## config.mk

```make
export PLATFORM = sky130hd
export DESIGN_NAME = inst_fetch_flat
export DESIGN_NICKNAME = d
export VERILOG_FILES = /design/src/rtl/cpu_pkg.sv /design/src/rtl/inst_fetch_if.sv /design/src/rtl/npc_calc.sv /design/src/rtl/inst_fetch.sv /design/src/flat_wrapper.sv
export SDC_FILE = /design/constraint.sdc
export NUM_CORES = 1
export LEC_CHECK = 0
export CAP_MARGIN = 40
export CORE_MARGIN = 5
export CORE_UTILIZATION = 37
export CTS_BUF_LIST = sky130_fd_sc_hd__clkbuf_2
export DETAILED_ROUTE_END_ITERATION = 12
export RECOVER_POWER = 25
export SYNTH_ARGS = -nofsm -noshare
export SYNTH_HDL_FRONTEND = slang
export SYNTH_HIERARCHICAL = 1
export SYNTH_SLANG_ARGS = --single-unit
```

## constraint.sdc

```tcl
create_clock -name clk -period 5.6 [get_ports clk]
set_input_delay 1.68 -clock clk [delete_from_list [all_inputs] [get_ports clk]]
set_output_delay 1.68 -clock clk [all_outputs]
set_load 0.05 [all_outputs]
```

## src/rtl/cpu_pkg.sv

```systemverilog
// Shared definitions for the single-cycle MIPS core front end: PC-source
// encodings, fetch FSM states, reset PC and next-PC helper functions.
package cpu_pkg;

  localparam logic [1:0] PC_JUMP = 2'b00;
  localparam logic [1:0] PC_SEQ  = 2'b01;
  localparam logic [1:0] PC_REG  = 2'b10;

  localparam logic [31:0] DEFAULT_RESET_PC = 32'h0000_0000;

  typedef enum logic [1:0] {
    StReq   = 2'b00,
    StHold  = 2'b01,
    StFault = 2'b10
  } fetch_state_e;

  // Branch displacement: sign-extended word offset turned into a byte offset.
  function automatic logic [31:0] branch_offset(input logic [15:0] imm);
    return {{14{imm[15]}}, imm, 2'b00};
  endfunction

  // J-type target keeps the 256 MB region of the delay-free PC+4.
  function automatic logic [31:0] jump_target(input logic [3:0]  region,
                                              input logic [25:0] index);
    return {region, index, 2'b00};
  endfunction

endpackage

```

## src/rtl/inst_fetch_if.sv

```systemverilog
// Fetch-stage bus: instruction-memory req/ack, order hand-off to execute and
// next-PC control coming back from the decoder.
interface inst_fetch_if;

  logic        im_req;
  logic [31:0] im_addr;
  logic        im_ack;
  logic [31:0] im_rdata;
  logic [31:0] order;
  logic        order_valid;
  logic        order_ready;
  logic [1:0]  pc_sel;
  logic        br_taken;
  logic [31:0] rs_data;
  logic [31:0] pc_plus4;
  logic        fault;
  logic [31:0] retired;

  modport master (
    output im_req, im_addr, order, order_valid, pc_plus4, fault, retired,
    input  im_ack, im_rdata, order_ready, pc_sel, br_taken, rs_data
  );

  modport slave (
    input  im_req, im_addr, order, order_valid, pc_plus4, fault, retired,
    output im_ack, im_rdata, order_ready, pc_sel, br_taken, rs_data
  );

endinterface

```

## src/rtl/npc_calc.sv

```systemverilog
// Combinational next-PC selection for the accept cycle, plus a flag for a
// target that is not word-aligned.
module npc_calc
  import cpu_pkg::*;
(
  input  logic [31:0] pc_plus4_i,
  input  logic [31:0] order_i,
  input  logic [1:0]  pc_sel_i,
  input  logic        br_taken_i,
  input  logic [31:0] rs_data_i,
  output logic [31:0] next_pc_o,
  output logic        misaligned_o
);

  logic [31:0] next_pc;

  // Opcode bits are decoded elsewhere; only the immediate fields matter here.
  logic unused_order;
  assign unused_order = ^order_i[31:26];

  always_comb begin
    next_pc = pc_plus4_i;
    unique case (pc_sel_i)
      PC_JUMP: next_pc = jump_target(pc_plus4_i[31:28], order_i[25:0]);
      PC_REG:  next_pc = rs_data_i;
      default: begin
        if (br_taken_i) begin
          next_pc = pc_plus4_i + branch_offset(order_i[15:0]);
        end
      end
    endcase
  end

  assign next_pc_o    = next_pc;
  assign misaligned_o = |next_pc[1:0];

endmodule

```

## src/rtl/inst_fetch.sv

```systemverilog
// Instruction fetch stage: owns the PC, fetches one word per req/ack, holds it
// for execute and steers to the next PC, latching a sticky fault on misalignment.
module inst_fetch
  import cpu_pkg::*;
#(
  parameter logic [31:0] RESET_PC = DEFAULT_RESET_PC
) (
  input  logic         clk,
  input  logic         rst_n,
  inst_fetch_if.master fetch_io
);

  fetch_state_e state_q, state_d;
  logic [31:0]  pc_q, pc_d;
  logic [31:0]  order_q, order_d;
  logic [31:0]  retired_q, retired_d;
  logic         fault_q, fault_d;
  logic         started_q;

  logic [31:0]  pc_plus4;
  logic [31:0]  next_pc;
  logic         misaligned;
  logic         im_req;
  logic         order_valid;
  logic         ack;
  logic         accept;

  assign pc_plus4 = pc_q + 32'd4;

  npc_calc u_npc_calc (
    .pc_plus4_i   (pc_plus4),
    .order_i      (order_q),
    .pc_sel_i     (fetch_io.pc_sel),
    .br_taken_i   (fetch_io.br_taken),
    .rs_data_i    (fetch_io.rs_data),
    .next_pc_o    (next_pc),
    .misaligned_o (misaligned)
  );

  // started_q keeps the request low until the first edge after reset release.
  always_ff @(posedge clk or negedge rst_n) begin
    if (!rst_n) begin
      state_q   <= StReq;
      pc_q      <= RESET_PC;
      order_q   <= 32'h0;
      retired_q <= 32'h0;
      fault_q   <= 1'b0;
      started_q <= 1'b0;
    end else begin
      state_q   <= state_d;
      pc_q      <= pc_d;
      order_q   <= order_d;
      retired_q <= retired_d;
      fault_q   <= fault_d;
      started_q <= 1'b1;
    end
  end

  assign ack    = im_req & fetch_io.im_ack;
  assign accept = order_valid & fetch_io.order_ready;

  always_comb begin
    state_d = state_q;
    unique case (state_q)
      StReq: begin
        if (ack) begin
          state_d = StHold;
        end
      end
      StHold: begin
        if (accept) begin
          state_d = misaligned ? StFault : StReq;
        end
      end
      StFault: state_d = StFault;
      default: state_d = StReq;
    endcase
  end

  always_comb begin
    pc_d      = pc_q;
    order_d   = order_q;
    retired_d = retired_q;
    fault_d   = fault_q;
    if (ack) begin
      order_d = fetch_io.im_rdata;
    end
    if (accept) begin
      retired_d = retired_q + 32'd1;
      if (misaligned) begin
        fault_d = 1'b1;
      end else begin
        pc_d = next_pc;
      end
    end
  end

  always_comb begin
    im_req      = 1'b0;
    order_valid = 1'b0;
    unique case (state_q)
      StReq:   im_req      = started_q;
      StHold:  order_valid = 1'b1;
      default: ;
    endcase
  end

  assign fetch_io.im_req      = im_req;
  assign fetch_io.im_addr     = pc_q;
  assign fetch_io.order       = order_q;
  assign fetch_io.order_valid = order_valid;
  assign fetch_io.pc_plus4    = pc_plus4;
  assign fetch_io.fault       = fault_q;
  assign fetch_io.retired     = retired_q;

  a_addr_aligned: assert property (@(posedge clk) disable iff (!rst_n)
    im_req |-> (pc_q[1:0] == 2'b00));

endmodule

```

## src/flat_wrapper.sv

```systemverilog
// flat-port wrapper written by rule: the top's interface ports become plain ports
module inst_fetch_flat import cpu_pkg::*;
#(
  parameter logic [31:0] RESET_PC = DEFAULT_RESET_PC
)
  (clk, rst_n, fetch_io_im_req, fetch_io_im_addr, fetch_io_order, fetch_io_order_valid, fetch_io_pc_plus4, fetch_io_fault, fetch_io_retired, fetch_io_im_ack, fetch_io_im_rdata, fetch_io_order_ready, fetch_io_pc_sel, fetch_io_br_taken, fetch_io_rs_data);
  inst_fetch_if fetch_io_i ();
  input  logic clk;
  input  logic rst_n;
  output wire logic [$bits(fetch_io_i.im_req)-1:0] fetch_io_im_req;
  output wire logic [$bits(fetch_io_i.im_addr)-1:0] fetch_io_im_addr;
  output wire logic [$bits(fetch_io_i.order)-1:0] fetch_io_order;
  output wire logic [$bits(fetch_io_i.order_valid)-1:0] fetch_io_order_valid;
  output wire logic [$bits(fetch_io_i.pc_plus4)-1:0] fetch_io_pc_plus4;
  output wire logic [$bits(fetch_io_i.fault)-1:0] fetch_io_fault;
  output wire logic [$bits(fetch_io_i.retired)-1:0] fetch_io_retired;
  input wire logic [$bits(fetch_io_i.im_ack)-1:0] fetch_io_im_ack;
  input wire logic [$bits(fetch_io_i.im_rdata)-1:0] fetch_io_im_rdata;
  input wire logic [$bits(fetch_io_i.order_ready)-1:0] fetch_io_order_ready;
  input wire logic [$bits(fetch_io_i.pc_sel)-1:0] fetch_io_pc_sel;
  input wire logic [$bits(fetch_io_i.br_taken)-1:0] fetch_io_br_taken;
  input wire logic [$bits(fetch_io_i.rs_data)-1:0] fetch_io_rs_data;
  assign fetch_io_im_req = fetch_io_i.im_req;
  assign fetch_io_im_addr = fetch_io_i.im_addr;
  assign fetch_io_order = fetch_io_i.order;
  assign fetch_io_order_valid = fetch_io_i.order_valid;
  assign fetch_io_pc_plus4 = fetch_io_i.pc_plus4;
  assign fetch_io_fault = fetch_io_i.fault;
  assign fetch_io_retired = fetch_io_i.retired;
  assign fetch_io_i.im_ack = fetch_io_im_ack;
  assign fetch_io_i.im_rdata = fetch_io_im_rdata;
  assign fetch_io_i.order_ready = fetch_io_order_ready;
  assign fetch_io_i.pc_sel = fetch_io_pc_sel;
  assign fetch_io_i.br_taken = fetch_io_br_taken;
  assign fetch_io_i.rs_data = fetch_io_rs_data;
  inst_fetch #(.RESET_PC(RESET_PC)) u_core (.clk(clk), .rst_n(rst_n), .fetch_io(fetch_io_i));
endmodule
```

== Yosys cells after proc, flatten, opt, wreduce, memory -nomap -nowiden ==
Cells that the tools add are included.
Word-level totals
  register bits after elaboration: 100
  input bits: 71
  output and inout bits: 131
  logic and storage cells: 31
Operators by class
  add/subtract/negate cells: 3
  equal/unequal tests: 5
  multiplexer cells: 8
  bitwise operators: 3
  reductions and logical operators: 6
Operators with widths (number)
  $pmux W32 S2: 1
  $add A32 B1 Y32 const B: 1
  $add A32 B3 Y32 const B: 1
  $add A32 B32 Y32: 1
  $mux W32: 1
  $mux W2: 3
  $pmux W2 S3: 1
  $reduce_and A2 Y1: 3
  $eq A2 B2 Y1 const B: 2
  $logic_not A2 Y1: 2
  $ne A2 B1 Y1 const B: 2
  $and A1 B1 Y1: 2
  $eq A2 B1 Y1 const B: 1
  $mux W1: 2
  $reduce_or A2 Y1: 1
  $not A1 Y1: 1

== Depth between registers and ports, before layout ==
Gate-level depths: netlist (run 1).
  depth in word-level cells: 8
  depth in mapped cells: 18
  mapped depth without buffers: 16

== Hierarchy ==
Netlist (run 1), hierarchy kept.
Modules (own cells, without submodules)
  inst_fetch: times used 1, cells an instance 373, area each 4630.7 µm², seq. area each 2502.4 µm²
  npc_calc: times used 1, cells an instance 356, area each 2517.4 µm², seq. area each 0.0 µm²

== Least setup slack after synthesis (run 1) ==
Ideal clock, no wire load.
  kind: flip-flop to flip-flop
  start point: reg u_core.pc_q[2] (netlist: u_core/fetch_io.im_addr[2])
  end point: reg u_core.pc_q[31] (netlist: u_core/fetch_io.im_addr[31])
  setup time: 0.067 ns
  data arrival time: 4.877 ns
  data required time: 5.533 ns
  slack: 0.656 ns
  cell stages (with the launch flop): 18
  buffers on the path: 1
  clock period less this slack: 4.944 ns
  cell sequence: dfrtp_1 > ha_1 > and4_1 > clkbuf_1 > nand3b_1 > nor3_1 > xor2_1 > ha_1 > a21o_1 > a21o_1 > a21o_1 > a2111oi_2 > o211ai_1 > o221ai_2 > xor2_1 > or3_1 > a31oi_1 > mux2_2
On the way
  cells in the longest elaborated chain, start to end: 4
Ends and longest elaborated chain
  from (decl): line inst_fetch.sv:14  | logic [31:0] pc_q, pc_d;
  from (signal assigned): line inst_fetch.sv:51  | pc_q <= pc_d;
  $add A32 B3 Y32: line inst_fetch.sv:28  | assign pc_plus4 = pc_q + 32'd4;
  named net fetch_io_pc_plus4[20]: line flat_wrapper.sv:14  | output wire logic [$bits(fetch_io_i.pc_plus4)-1:0] fetch_io_pc_plus4;
  $add A32 B32 Y32: line npc_calc.sv:28  | next_pc = pc_plus4_i + branch_offset(order_i[15:0]);
  $mux W32: line npc_calc.sv:27  | if (br_taken_i) begin
  $pmux W32 S2: line npc_calc.sv:23  | unique case (pc_sel_i)
  named net u_core.next_pc[31]: line inst_fetch.sv:21  | logic [31:0] next_pc;
The timed path passes the listed nets, and every way through them passes these cells.
A chain may end at the register's enable or synchronous reset.

== Worst setup path after layout (run 1) ==
  start point: reg u_core.pc_q[12] (netlist: u_core/fetch_io.im_addr[12])
  end point: out fetch_io_pc_plus4[21]
On the way
  cells in the longest elaborated chain, start to end: 1
Ends and longest elaborated chain (line)
  $add A32 B3 Y32: inst_fetch.sv:28
  to (decl): flat_wrapper.sv:14
No other way between the ends.

==> results.ini, run 1 <==
[place]
io_buffer_count=201
place_congestion=0.858
dp_slack_ns=1.10
place_area_sq_um=9440
dpl.hpwl_microns=17400

[logic_synthesis]
synthArstFlopShare_pct=100
synth_top_family_by_area=simple AND/OR/NAND/NOR gates
yosysTopAreaCellShare_pct=35.0
synth-simple-area-share_pct=17.4
yosys.area.top_type=dfrtp_1
yosysWarnings=6
yosysUniqueCellTypes=68
synth_compound_gate_area_share_pct=14.7
postSynthNetCount=832
yosysMostFrequentCell=dfrtp_1
synthAdderAreaFrac_pct=5.71
synthTopCellsByArea=dfrtp_1 35%, mux2_2 11%, xnor2_1 6.6%
synth_common_cells=100 x dfrtp_1, 68 x mux2_2, 54 x nand2_1, 54 x xnor2_1, 46 x a21oi_1
netlist_area_sq_um=7150
synth_edf_count=0
synth_area_per_cell_sq_um=9.81
ys_seq_elements=100
synth_mux_area_share_pct=13.6
synth_xor_xnor_area_share_pct=10.4
ys_seq_area_share_pct=35.0
ys.flop_type=dfrtp_1
postSynthCellCount=729

[layout]
area_growth_pct=33.6
layout-drive-gt1-share_pct=13.7
fin_nets=1020
fillers=1839
fin_area_sq_um=9550

[global_routing]
grtUsageTotal_pct=20.2
grt_pass1_vias=6244
gr-total-overflow=0
antenna_found_initial=1
grt_pass1_wl_microns=35400
grt_max_degree=56

[timing]
finalCriticalPeriod_ns=5.20
setup_viol=0
max_freq_mhz=192
setup_ws_ns=0.402
final.setup.tns_ns=0
maxSlewHeadroom_pct=-47.6
grt_setup_unrepaired=no
finalMaxSlewViolations=42
fin_crit_sh_pct=92.8
worst_slew_pin_slew_ns=2.21
worst_clock_skew_ns=0.0525
hold_violations=0

[floorplanning]
core_sq_um=18900
start_util_pct=37.8
rows=50
die_area_sq_um=22200
ioPinCount=202
die_height_microns=149
die_w_microns=149

[route]
wl_per_cell_microns=19.1
drt_pass1_iterations=5
drtIter0Drc=314
routed_wl_microns=22600
drtAntennaViolNets=0
drc=0
num_vias=6257
viasPerCell=5.29

[power]
vdd_drop_max_v=0.0000890
finalPower_mw=1.23
p_leak_nw=4.25
powerDensity_nw_per_um2=129

[cts]
numCtsBuffers=9
cts_root_buf=clkbuf_2
postCtsSetupBuffers=0
cts_resized=0
cts_sinks=100
clkSlewWorstSetupHoldPaths_ns=0.36
clkLatencyLatePin_ns=0.66
clock_path_buffers=2
cts_htree_levels=3
hold_buffers=0
cts_tree=built

[critical_path]
critPathMaxFanout=5
critPathArrivalTime_ns=3.52
crit_path_end_kind=output port
cp.required_ns=3.92
slowest_delay_ns=0.87
crit_path_top_delay_cell=clkdlybuf4s50_1
path_class=reg -> out
path_cells=nand4_1 -> nor4_1 -> nand2_1 -> xnor2_1 -> clkdlybuf4s50_1
crit_path_start_kind=flop

[outcome]
status=finished, violations left
violations=max-capacitance violations, max-slew violations

[job]
maxCapViolations=1

[min_path]
min_path_type=reg -> reg

[registers in the layout, summed over array words and instances, names as in the netlist]
register,flops
u_core/state_q,2
u_core/fetch_io.fault,1
u_core/fetch_io.order,32
u_core/fetch_io.retired,32
u_core/started_q,1
u_core/fetch_io.im_addr,32
[layout make-up]
| class | instances | area [sq um] | area share (%) |
|---|---|---|---|
| Inverter | 19 | 71.3 | 0.747 |
| Tap cell | 260 | 325 | 3.41 |
| Sequential cell | 100 | 2500 | 26.2 |
| Multi-Input combinational cell | 579 | 4430 | 46.4 |
| Clock buffer | 9 | 45.0 | 0.472 |
| Timing Repair Buffer | 208 | 2080 | 21.8 |
| Antenna cell | 1 | 2.50 | 0.0262 |
| Clock inverter | 7 | 88.8 | 0.930 |
[layer usage]
layer / global-route usage [%] / share of wire, % / up-vias / wire length, microns
li1: - / - / 3047 / -
met1: 27.5 / 45 / 3021 / 10100
met2: 32.3 / 48 / 165 / 10800
met3: 4.31 / 5.9 / 24 / 1330
met4: 5.81 / 1.5 / 0 / 339
met5: 0 / 0 / - / 0
[cells in the final DEF, fill, tap and decap left out, types with 17 or more instances in the layout]
cell	n
o21ai_0	17
a211oi_1	22
a21oi_1	46
dfrtp_1	100
clkdlybuf4s50_1	197
nand3_1	22
ha_1	31
inv_1	19
xor2_1	31
nor2_1	32
mux2_2	68
nand2_1	54
xnor2_1	54
nand4_1	22
nor2b_1	23
a21o_1	17
[report_power, final]
group / internal, mW / leakage, nW / switching (mW)
logic: 0.0600 / 2.80 / 0.0560
clock network: 0.0810 / 0.0788 / 0.307
registers: 0.726 / 1.38 / 0.0000574
[per-stage QoR]
stage	util, %	hold slack, ns	instances
after CTS	50.7	0.492	1182
after global placement	49.5	0.453	1163
after global routing	50.6	0.495	1183
final	50.6	0.493	1183
after floorplan	-	0.539	729
after detailed placement	50.0	0.457	1166
[kinds of logic (layout without fill, tap and decap cells)]
logic type / after synthesis / after routing
multiplexers: 88 / 88
adder cells (fa/ha/maj): 32 / 32
XOR/XNOR: 85 / 85
AO/OA/AOI/OAI: 153 / 153
AND/OR/NAND/NOR: 220 / 220
buffers and inverters: 50 / 243
flip-flops: 100 / 100
other: 1 / 2
[worst paths after layout]
kind	from	endpoint	slack, ns	depth (start not counted)
max in group asynchronous	rst_n	u_core/fetch_io.im_addr[18]	1.31	3
worst min register to register	u_core/fetch_io.retired[31]	u_core/fetch_io.retired[31]	0.49	1
worst max-delay path	u_core/fetch_io.im_addr[12]	fetch_io_pc_plus4[21]	0.40	5
worst min-delay path	u_core/fetch_io.retired[31]	u_core/fetch_io.retired[31]	0.49	1
worst max register to register	u_core/fetch_io.im_addr[2]	u_core/fetch_io.im_addr[31]	1.28	16
min in group asynchronous	rst_n	u_core/fetch_io.order[12]	1.29	1
[worst max-delay path, delay by kind of cell (launching register included)]
family                 cells  cell delay, ns
buffers and inverters      1            0.87
AND/OR/NAND/NOR            3            1.15
flip-flops                 1            0.50
XOR/XNOR                   1            0.33
Power figures use the tool's default switching activity.
==> inputs of run 2 (changes only) <==
--- a/config.mk
+++ b/config.mk
@@ -10,6 +10,7 @@
 export CORE_UTILIZATION = 37
 export CTS_BUF_LIST = sky130_fd_sc_hd__clkbuf_2
 export DETAILED_ROUTE_END_ITERATION = 12
+export MAX_ROUTING_LAYER = met4
 export RECOVER_POWER = 25
 export SYNTH_ARGS = -nofsm -noshare
 export SYNTH_HDL_FRONTEND = slang
==> run 2 against run 1 <==
The flow still finishes with violations (max-capacitance violations, max-slew violations). Sequential power hardly changed. Worst setup slack got worse by 0.12 ns. Die area unchanged. Sequential share of layout area barely moved. Clock power up 3%. Worst hold slack worse by 0.0051 ns. Highest routed layer unchanged. Final area barely moved. Largest power group unchanged.
==> results.ini, run 2 (synthesized netlist as in run 1, its figures left out) <==
[global_routing]
grtUsageTotal_pct=21.2  ; +1.0 points
grt_max_degree=62  ; +11%
grt_pass1_vias=6295  ; +0.82%
antenna_found_initial=1  ; unchanged
grt_pass1_wl_microns=36000  ; +1.5%
gr-total-overflow=0  ; unchanged

[route]
drt_pass1_iterations=5  ; unchanged
viasPerCell=5.30  ; +0.11%
drtAntennaViolNets=0  ; unchanged
num_vias=6264  ; +0.11%
routed_wl_microns=22900  ; +1.5%
wl_per_cell_microns=19.4  ; +1.5%
drtIter0Drc=351  ; +12%
drc=0  ; unchanged

[floorplanning]
start_util_pct=37.8  ; unchanged
rows=50  ; unchanged
die_area_sq_um=22200  ; unchanged
core_sq_um=18900  ; unchanged
die_w_microns=149  ; unchanged
die_height_microns=149  ; unchanged
ioPinCount=202  ; unchanged

[min_path]
min_path_type=reg -> reg

[critical_path]
critPathArrivalTime_ns=3.64  ; +0.12 ns
critPathMaxFanout=6  ; +1
path_class=reg -> out
crit_path_end_kind=output port
crit_path_start_kind=flop
cp.required_ns=3.92  ; about the same

[layout]
fin_cells=1183  ; unchanged
layout_common_cells=198 x clkdlybuf4s50_1, 100 x dfrtp_1, 68 x mux2_2
utilization_pct=50.5  ; about the same
fin_nets=1020  ; unchanged
layout-drive-gt1-share_pct=13.6  ; -0.11 points
area_growth_pct=33.5  ; about the same
final_common_cell=clkdlybuf4s50_1
fillers=1837  ; -0.11%

[cts]
clkLatencyLatePin_ns=0.68  ; +0.02 ns
cts_tree=built
clock_path_buffers=2  ; unchanged
hold_buffers=0  ; unchanged
cts_htree_levels=3  ; unchanged
cts_resized=0  ; unchanged
postCtsSetupBuffers=0  ; unchanged
cts_sinks=100  ; unchanged
numCtsBuffers=9  ; unchanged
cts_root_buf=clkbuf_2
clkSlewWorstSetupHoldPaths_ns=0.37  ; about the same

[power]
powerDensity_nw_per_um2=130  ; +1.1%
p_leak_nw=4.25  ; -0.12%
vdd_drop_max_v=0.0000904  ; +1.6%

[timing]
worst_clock_skew_ns=0.0572  ; +0.00463 ns
hold_violations=0  ; unchanged
max_freq_mhz=188  ; -2.2%
finalCriticalPeriod_ns=5.32  ; +0.119 ns
fin_crit_sh_pct=94.9  ; +2.1 points
maxSlewHeadroom_pct=-126  ; -78 points
finalMaxSlewViolations=89  ; +110%
final.setup.tns_ns=0  ; unchanged
worst_slew_pin_slew_ns=3.39  ; +1.17 ns
setup_viol=0  ; unchanged
grt_setup_unrepaired=no

[outcome]
violations=max-capacitance violations, max-slew violations
status=finished, violations left

[place]
dpl.hpwl_microns=17500  ; +0.10%
placedCellCount=1166  ; unchanged
io_buffer_count=201  ; unchanged
place_congestion=0.890  ; +3.7%

[job]
maxCapViolations=2  ; +1

## run 2: worst paths after layout
check	depth (start not counted)	end	start	slack [ns]
worst max-delay path	5	fetch_io_pc_plus4[19]	u_core/fetch_io.im_addr[11]	0.28
worst min-delay path	1	u_core/fetch_io.retired[31]	u_core/fetch_io.retired[31]	0.49
worst max register to register	15	u_core/fetch_io.im_addr[28]	u_core/fetch_io.im_addr[11]	1.17
worst min register to register	1	u_core/fetch_io.retired[31]	u_core/fetch_io.retired[31]	0.49
max in group asynchronous	2	u_core/fetch_io.retired[1]	rst_n	1.03
min in group asynchronous	1	u_core/fetch_io.order[31]	rst_n	1.02
## run 2: critical path, cell delays in order (launching register included)
cell	delay, ns
dfrtp_1	0.54
nand4_1	0.25
nor4_1	0.80
nand4_1	0.20
xnor2_1	0.31
clkdlybuf4s50_1	0.87
## run 2: layout make-up
cell class / instances / area [sq um] / area share, %
Inverter: 19 / 71.3 / 0.747
Tap cell: 260 / 325 / 3.41
Antenna cell: 1 / 2.50 / 0.0262
Sequential cell: 100 / 2500 / 26.2
Clock buffer: 9 / 45.0 / 0.472
Multi-Input combinational cell: 579 / 4430 / 46.4
Clock inverter: 7 / 86.3 / 0.904
Timing Repair Buffer: 208 / 2080 / 21.8
## run 2: metal layers
| layer | global-route usage [%] | part of all wire, % |
|---|---|---|
| met5 | - | 0 |
| met4 | 4.94 | 1.1 |
| met3 | 3.52 | 4.8 |
| met2 | 33.3 | 48 |
| met1 | 28.8 | 46 |
## run 2: report_power, final
part,total (mW),switching [mW],internal [mW]
logic,0.117,0.0571,0.0598
clock network,0.400,0.318,0.0821
registers,0.726,0.0000491,0.726
total,1.24,0.375,0.868
## run 2: through the flow
stage / hold slack, ns / instance area [sq um] / setup WS, ns / power (mW)
floorplan: 0.539 / 7150 / 0.656 / 0.775
global placement: 0.453 / 9360 / 1.22 / 0.855
detailed placement: 0.464 / 9440 / 1.09 / 0.858
CTS: 0.490 / 9570 / 0.272 / 1.26
global route: 0.495 / 9550 / 0.0844 / 1.30
finish: 0.488 / 9550 / 0.283 / 1.24
==> inputs of run 3 (changes only) <==
--- a/config.mk
+++ b/config.mk
@@ -12,6 +12,7 @@
 export DETAILED_ROUTE_END_ITERATION = 12
 export MAX_ROUTING_LAYER = met4
 export RECOVER_POWER = 25
+export SETUP_SLACK_MARGIN = 0.15
 export SYNTH_ARGS = -nofsm -noshare
 export SYNTH_HDL_FRONTEND = slang
 export SYNTH_HIERARCHICAL = 1
==> run 3 against run 2 <==
The flow still finishes with violations (max-capacitance violations, max-slew violations). Die area unchanged. Worst setup slack improved by 0.054 ns. Largest power group unchanged. Wire length is essentially flat.
==> results.ini, run 3 (synthesized netlist as in run 1, its figures left out) <==
[critical_path]
critPathArrivalTime_ns=3.58  ; -0.06 ns
path_class=reg -> out
crit_path_start_kind=flop
crit_path_end_kind=output port
critPathMaxFanout=9  ; +3
cp.required_ns=3.92  ; about the same

[power]
powerDensity_nw_per_um2=130  ; -0.17%
switching_power_mw=0.374  ; -0.33%
sw_frac_of_total_pct=30.1  ; -0.067 points
vdd_drop_max_v=0.0000904  ; about the same
p_leak_nw=4.25  ; about the same
power_frac_comb_pct=9.4  ; about the same
p_int_mw=0.868  ; about the same
pwr-share-seq_pct=58.5  ; about the same
p_clk_share_pct=32.1  ; about the same

[route]
drtAntennaViolNets=0  ; unchanged
num_vias=6243  ; -0.34%
wl_per_cell_microns=19.4  ; about the same
drt_pass1_iterations=5  ; unchanged
drtIter0Drc=333  ; -5.1%
viasPerCell=5.28  ; -0.34%
drc=0  ; unchanged
routed_wl_microns=22900  ; about the same

[timing]
grt_setup_unrepaired=no
max_freq_mhz=190  ; +1.0%
worst_clock_skew_ns=0.0574  ; +0.000256 ns
setup_viol=0  ; unchanged
worst_slew_pin_slew_ns=3.38  ; -0.00435 ns
finalCriticalPeriod_ns=5.26  ; -0.0538 ns
finalMaxSlewViolations=89  ; unchanged
maxSlewHeadroom_pct=-125  ; +0.29 points
hold_violations=0  ; unchanged
fin_crit_sh_pct=94.0  ; -0.96 points
holdWs_ns=0.488  ; -0.0000130 ns
setup_ws_ns=0.337  ; +0.0538 ns
final.setup.tns_ns=0  ; unchanged

[cts]
cts_sinks=100  ; unchanged
numCtsBuffers=9  ; unchanged
cts_htree_levels=3  ; unchanged
cts_root_buf=clkbuf_2
clkLatencyLatePin_ns=0.68  ; about the same
cts_tree=built
clkSlewWorstSetupHoldPaths_ns=0.37  ; about the same
hold_buffers=0  ; unchanged
clock_path_buffers=2  ; unchanged

[global_routing]
grt_max_degree=62  ; unchanged
grtUsageTotal_pct=21.2  ; unchanged
antenna_found_initial=1  ; unchanged
grt_pass1_wl_microns=36000  ; unchanged
grt_pass1_vias=6295  ; unchanged
gr-total-overflow=0  ; unchanged

[place]
dpl.hpwl_microns=17500  ; unchanged
io_buffer_count=201  ; unchanged
place_congestion=0.890  ; unchanged
dp_slack_ns=1.09  ; unchanged

[min_path]
min_path_type=reg -> reg

[floorplanning]
core_sq_um=18900  ; unchanged
ioPinCount=202  ; unchanged
die_height_microns=149  ; unchanged
start_util_pct=37.8  ; unchanged
die_area_sq_um=22200  ; unchanged
rows=50  ; unchanged
die_w_microns=149  ; unchanged

[layout]
area_growth_pct=33.6  ; about the same
fillers=1835  ; -0.11%
final_common_cell=clkdlybuf4s50_1
layout-drive-gt1-share_pct=13.7  ; +0.11 points
utilization_pct=50.6  ; about the same
layout_common_cells=198 x clkdlybuf4s50_1, 100 x dfrtp_1, 68 x mux2_2
fin_nets=1020  ; unchanged

[outcome]
violations=max-capacitance violations, max-slew violations
status=finished, violations left

[job]
maxCapViolations=2  ; unchanged

## run 3: power by group through the flow
| stage | Combinational [mW] | Sequential (mW) | Clock (mW) |
|---|---|---|---|
| 2_1_floorplan | 0.0385 | 0.736 | 0 |
| 3_3_place_gp | 0.119 | 0.736 | 0 |
| 3_5_place_dp | 0.121 | 0.736 | 0 |
| 4_1_cts | 0.122 | 0.726 | 0.415 |
| 5_1_grt | 0.128 | 0.727 | 0.442 |
| 6_report | 0.117 | 0.726 | 0.399 |
## run 3: metal layers
| metal | GRT usage, % | up-vias | part of all wire [%] |
|---|---|---|---|
| met4 | 4.94 | 0 | 1.1 |
| met1 | 28.8 | 3022 | 46 |
| met5 | - | - | 0 |
| met3 | 3.52 | 14 | 5.0 |
| met2 | 33.3 | 170 | 48 |
| li1 | - | 3037 | - |
## run 3: stage by stage
| stage | instances | instance area [sq um] | total power [mW] |
|---|---|---|---|
| after detailed placement | 1166 | 9440 | 0.858 |
| after global placement | 1163 | 9360 | 0.855 |
| after CTS | 1182 | 9570 | 1.26 |
| final | 1183 | 9550 | 1.24 |
| after global routing | 1183 | 9550 | 1.30 |
| after floorplan | 729 | 7150 | 0.775 |
## run 3: timing repair
item                                    in CTS  in global routing
gates resized for setup                      0                  1
endpoints found under the setup margin       0                  2
setup buffers                                0                  0
## run 3: cell type report
cell class / count / area [sq um] / area share, %
Sequential cell: 100 / 2500 / 26.2
Tap cell: 260 / 325 / 3.41
Multi-Input combinational cell: 579 / 4440 / 46.5
Inverter: 19 / 71.3 / 0.747
Antenna cell: 1 / 2.50 / 0.0262
Clock inverter: 7 / 86.3 / 0.904
Timing Repair Buffer: 208 / 2080 / 21.8
Clock buffer: 9 / 45.0 / 0.472
## run 3: final timing paths
kind / start / to / slack [ns] / cells after the start
setup / recovery: u_core/fetch_io.im_addr[11] / fetch_io_pc_plus4[31] / 0.34 / 5
max in group asynchronous: rst_n / u_core/fetch_io.retired[1] / 1.03 / 2
hold / removal: u_core/fetch_io.retired[31] / u_core/fetch_io.retired[31] / 0.49 / 1
min in group asynchronous: rst_n / u_core/fetch_io.order[31] / 1.02 / 1
hold reg to reg: u_core/fetch_io.retired[31] / u_core/fetch_io.retired[31] / 0.49 / 1
setup reg to reg: u_core/fetch_io.im_addr[2] / u_core/fetch_io.im_addr[31] / 1.29 / 16
## run 3: critical path: stages, from the launching register on
cell             delay, ns
dfrtp_1               0.53
nand4_1               0.26
nor3_2                0.61
nand4_1               0.30
xnor2_1               0.33
clkdlybuf4s50_1       0.88
